[src/rtl/tinker_fetch_queue.sv]
// Instruction fetch queue: issues sequential fetches, buffers in-order responses, flushes on redirect.
// Optional statistics counters are enabled by defining TINKER_FETCH_QUEUE_STATS_EN.
module tinker_fetch_queue #(
    parameter int          DEPTH    = 4,
    parameter logic [31:0] RESET_PC = 32'h2000
) (
    input  logic        clk,
    input  logic        reset,
    output logic        mem_req_valid,
    input  logic        mem_req_ready,
    output logic [31:0] mem_req_addr,
    input  logic        mem_resp_valid,
    input  logic [31:0] mem_resp_data,
    output logic        out_valid,
    input  logic        out_ready,
    output logic [31:0] out_instr,
    output logic [31:0] out_pc,
    input  logic        redirect_valid,
`ifdef TINKER_FETCH_QUEUE_STATS_EN
    output logic [31:0] stat_fetched,
    output logic [31:0] stat_flushes,
`endif
    input  logic [31:0] redirect_pc
);

    localparam int PW = (DEPTH > 1) ? $clog2(DEPTH) : 1;
    localparam int CW = PW + 1;
    localparam logic [CW:0] DEPTH_W = (CW+1)'(DEPTH);

    logic [31:0]            fetch_pc_q, fetch_pc_d;
    logic [31:0]            resp_pc_q, resp_pc_d;
    logic [CW-1:0]          count_q, count_d;
    logic [CW-1:0]          outst_q, outst_d;
    logic [CW-1:0]          drop_q, drop_d;
    logic [PW-1:0]          wr_ptr_q, wr_ptr_d;
    logic [PW-1:0]          rd_ptr_q, rd_ptr_d;
    logic [DEPTH-1:0][31:0] instr_q;
    logic [DEPTH-1:0][31:0] pc_q;

    logic       req_fire, resp_ok, push, pop;
    logic [CW:0] inflight;

    // Credit check covers both queued and in-flight entries so responses never overflow.
    assign inflight      = {1'b0, count_q} + {1'b0, outst_q};
    assign mem_req_valid = reset && !redirect_valid && (inflight < DEPTH_W);
    assign mem_req_addr  = fetch_pc_q;
    assign out_valid     = (count_q != '0) && !redirect_valid;
    assign out_instr     = instr_q[rd_ptr_q];
    assign out_pc        = pc_q[rd_ptr_q];

    assign req_fire = mem_req_valid && mem_req_ready;
    assign resp_ok  = mem_resp_valid && (outst_q != '0);
    assign push     = resp_ok && (drop_q == '0) && !redirect_valid;
    assign pop      = out_valid && out_ready;

    always_comb begin
        outst_d    = outst_q + CW'(req_fire) - CW'(resp_ok);
        fetch_pc_d = req_fire ? fetch_pc_q + 32'd4 : fetch_pc_q;
        resp_pc_d  = push ? resp_pc_q + 32'd4 : resp_pc_q;
        drop_d     = drop_q;
        count_d    = count_q + CW'(push) - CW'(pop);
        wr_ptr_d   = push ? wr_ptr_q + PW'(1) : wr_ptr_q;
        rd_ptr_d   = pop  ? rd_ptr_q + PW'(1) : rd_ptr_q;
        if (redirect_valid) begin
            // Everything still in flight after this cycle belongs to the old path.
            fetch_pc_d = redirect_pc;
            resp_pc_d  = redirect_pc;
            drop_d     = outst_d;
            count_d    = '0;
            wr_ptr_d   = '0;
            rd_ptr_d   = '0;
        end else if (resp_ok && (drop_q != '0)) begin
            drop_d = drop_q - CW'(1);
        end
    end

    always_ff @(posedge clk or negedge reset) begin
        if (!reset) begin
            fetch_pc_q <= RESET_PC;
            resp_pc_q  <= RESET_PC;
            count_q    <= '0;
            outst_q    <= '0;
            drop_q     <= '0;
            wr_ptr_q   <= '0;
            rd_ptr_q   <= '0;
            instr_q    <= '0;
            pc_q       <= '0;
        end else begin
            fetch_pc_q <= fetch_pc_d;
            resp_pc_q  <= resp_pc_d;
            count_q    <= count_d;
            outst_q    <= outst_d;
            drop_q     <= drop_d;
            wr_ptr_q   <= wr_ptr_d;
            rd_ptr_q   <= rd_ptr_d;
            if (push) begin
                instr_q[wr_ptr_q] <= mem_resp_data;
                pc_q[wr_ptr_q]    <= resp_pc_q;
            end
        end
    end

`ifdef TINKER_FETCH_QUEUE_STATS_EN
    logic [31:0] stat_fetched_q, stat_flushes_q;

    always_ff @(posedge clk or negedge reset) begin
        if (!reset) begin
            stat_fetched_q <= '0;
            stat_flushes_q <= '0;
        end else begin
            stat_fetched_q <= stat_fetched_q + 32'(push);
            stat_flushes_q <= stat_flushes_q + 32'(redirect_valid);
        end
    end

    assign stat_fetched = stat_fetched_q;
    assign stat_flushes = stat_flushes_q;
`endif

endmodule

[config.mk]
export PLATFORM = sky130hd
export DESIGN_NAME = tinker_fetch_queue
export DESIGN_NICKNAME = d
export VERILOG_FILES = /design/src/rtl/tinker_fetch_queue.sv
export SDC_FILE = /design/constraint.sdc
export NUM_CORES = 1
export LEC_CHECK = 0
export CAP_MARGIN = 10
export CORE_UTILIZATION = 58
export CTS_CLUSTER_DIAMETER = 40
export CTS_CLUSTER_SIZE = 28
export DETAILED_ROUTE_END_ITERATION = 12
export GPL_TIMING_DRIVEN = 0
export PLACE_DENSITY = 0.86
export SLEW_MARGIN = 15
export SYNTH_ARGS = -nofsm -noshare
export SYNTH_HDL_FRONTEND = slang
export SYNTH_SLANG_ARGS = --single-unit
export TNS_END_PERCENT = 10
[constraint.sdc]
create_clock -name clk -period 3.7 [get_ports clk]
set_input_delay 0.37 -clock clk [delete_from_list [all_inputs] [get_ports clk]]
set_output_delay 0.37 -clock clk [all_outputs]
set_load 0.05 [all_outputs]
==> reports/summary.txt <==
Worst hold slack - 0.3931 ns
PortBufs - 167
Kind of critical path - reg -> out
Starting density of the core - 0.5967
Crit. End Element - output pin
Final WL - 38520 microns
Die area - 0.02958 sq mm
Syn Inst Count - 1081
First-pass GRT wire length - 62000 microns
Most frequent cells in the layout - dfrtp_1 (331), mux2_4 (240), clkdlybuf4s50_1 (166)
M3 GR Usage - 0.04028
Antenna diodes - 0
Peak Freq - 0.2839 GHz
Sequential fraction of the synthesis area - 0.4973
Max-cap violations - 0
Final Hold Viols - 0
Busiest grt layer - met2
Slowest stage cell, crit path - clkdlybuf4s50_1
Syn avg cell area - 15.50 sq um
Clock-pin slew of the registers on the worst-case setup and hold paths - 0.07 ns
CP Buf/Inv Count - 3
Status - complete, no violations
Syn_nets - 1167
Worst setup SP type - flop
Most common cell after layout, fill and taps aside - dfrtp_1
Max Buffers Root-to-Sink - 3
GR Util met2 - 0.4558
Max-slew headroom - 0.3416
DIE WIDTH - 172.0 microns
Total track usage - 0.2732
CTS tree - built
CP delay by family, top - buffers and inverters
Area growth from synthesis to layout - 22.04%
Worst EP required - 3.33 ns
CP startpoint - rd_ptr_q[1]$_DFFE_PN0P_
Fillers - 1769
Synthesized area - 0.01676 sq mm
Crit-path cells - clkbuf_1 > buf_1 > mux4_2 > clkdlybuf4s50_1
Clock Sinks - 333
Worst hold-check path type - in -> async
Post-DP HPWL - 25470 microns
RD Place Congestion - 0.9163
Post-synth EDFFs - 0
Area of the multi-input gates - 0.007615 sq mm
Synthesized flop and latch total - 333
Largest net degree at the start of global routing - 104
Worst-skew pair later-pin latency - 0.54 ns
Vias in the first global route - 10.94k
Register area - 0.008335 sq mm
Final clock period utilization by the worst path - 0.9518
Vias - 10.02k
Die H - 172.0 microns
Final setup viols - 0
CP arrival - 3.15 ns
CTS Buf Count - 43
Met1 usage - 0.3774
Drt first pass iters - 4
CP Max Fanout - 10
Ys flop type - dfrtp_1
Max-slew violations - 0
Core Rows - 61
Routed Antenna Nets - 0
DP Worst Slack - 0.2779 ns
Ports - 168
Antenna violations before repair - 0
Layout cells sized above 1 - 0.3629
Origin of the critical flop-to-flop path - count_q[1]$_DFF_PN0_
Initial DRC Count - 727
Ys Warns - 0
H-tree levels - 2
Final Critical Period - 3.522 ns
RSZ-0062 raised after global routing - false
Final WS setup - 0.1782 ns
VDD IR max - 0.0003990 V
Per-cell routed wire length - 22.54 microns
Pwr dens - 750.5 mW/mm^2
Total grt overflow - 0
Fin util - 0.7282
P_leak - 0.008859 uW
Tightest Pin Transition - 0.9875 ns
Core Region - 0.02809 sq mm
Critical path's largest stage delay - 0.80 ns
Clock root buffer - clkbuf_16
Clock skew - 0.02108 ns
Pwr Total - 15350 uW
DR vias/cell - 5.861
Fin nets - 1383
Ys async rst share - 1.000
Distinct cells, synth - 50
DRC - 0
==> worst reg2reg max path, stage by stage (launching register included) <==
cell	delay [ns]
dfrtp_1	0.44
ha_1	0.26
or4b_4	0.57
nor3_4	0.30
inv_2	0.16
ha_1	0.30
inv_1	0.04
ha_1	0.18
fa_1	0.37
xor2_1	0.17
xnor2_1	0.15
nand2_1	0.07
o21ai_0	0.11
==> registers in the layout, summed over array words and instances (netlist names) <==
register and count:
count_q 3, instr_q 128, resp_pc_q 32, outst_q 3, drop_q 3, rd_ptr_q 2, wr_ptr_q 2, pc_q 128
mem_req_addr 32
==> power breakdown <==
part / leakage, uW / switching [uW] / internal, uW / total [uW]
clock network: 0.000685 / 1770 / 2380 / 4150
logic: 0.00381 / 3350 / 2820 / 6170
registers: 0.00436 / 601 / 4430 / 5030
total: 0.00886 / 5720 / 9630 / 15400
==> per-stage QoR <==
stage / setup TNS (ns) / cells / cell area [sq um]
3_3_place_gp: -4319.81 / 1626 / 18900
2_1_floorplan: 0 / 1081 / 16760
5_1_grt: 0 / 1709 / 20450
6_report: 0 / 1709 / 20450
4_1_cts: 0 / 1709 / 20450
3_5_place_dp: 0 / 1629 / 18990
==> cell type report <==
class | count | area share
Timing Repair Buffer | 171 | 0.08674
Multi-Input combinational cell | 661 | 0.3723
Inverter | 25 | 0.004588
Buffer | 62 | 0.03511
Clock buffer | 46 | 0.05573
Sequential cell | 333 | 0.4075
Clock inverter | 33 | 0.01487
Tap cell | 378 | 0.02312
==> Yosys cell counts, types with 18 or more instances <==
cell,instances,area share
dfrtp_1,331,0.49
nand2_1,38,0.0085
buf_12,28,0.033
xnor2_1,36,0.019
o21ai_0,18,0.0054
nor2_1,25,0.0056
mux2_2,39,0.026
inv_1,23,0.0052
nand4_1,23,0.0086
mux4_2,64,0.086
xor2_1,21,0.011
nand3_1,27,0.0081
mux2_4,240,0.22
==> cell families after synthesis <==
kind of cell               count (synthesis)  synth area share
muxes                                    344            0.3278
adders and majority gates                 16           0.01284
and+or+nand+nor                          187           0.06263
xor gates and xnor gates                  57           0.02979
buffers and inverters                     87           0.04830
AOI/OAI and AO/OA                         57           0.02128
DFF                                      333            0.4973
==> timing repair <==
action                     in CTS  in global routing
buffers inserted                0                  0
resized for setup               2                  1
setup endpoints to repair      33                  1
hold buffers                    1                  0
gates cloned                    0                  0
pin swaps                       0                  0
hold endpoints to repair       78                  0
==> final timing paths <==
check,end,slack [ns],depth (start not counted)
max,out_instr[24],0.18,4
min,mem_req_addr[9]$_DFFE_PN0N_,0.39,2
max reg2reg,drop_q[2]$_DFFE_PN0P_,0.43,12
min reg2reg,pc_q[93]$_DFFE_PN0P_,0.50,1
max in group asynchronous,instr_q[69]$_DFFE_PN0P_,2.09,4
min in group clk,resp_pc_q[0]$_DFFE_PN0P_,0.41,3
==> routing by layer <==
layer / share of wire / vias up
li1: - / 4372
met1: 0.44 / 5250
met2: 0.49 / 345
met3: 0.053 / 50
met4: 0.017 / 0
met5: 0 / -
Note: power is estimated with default switching activity, not from simulation.
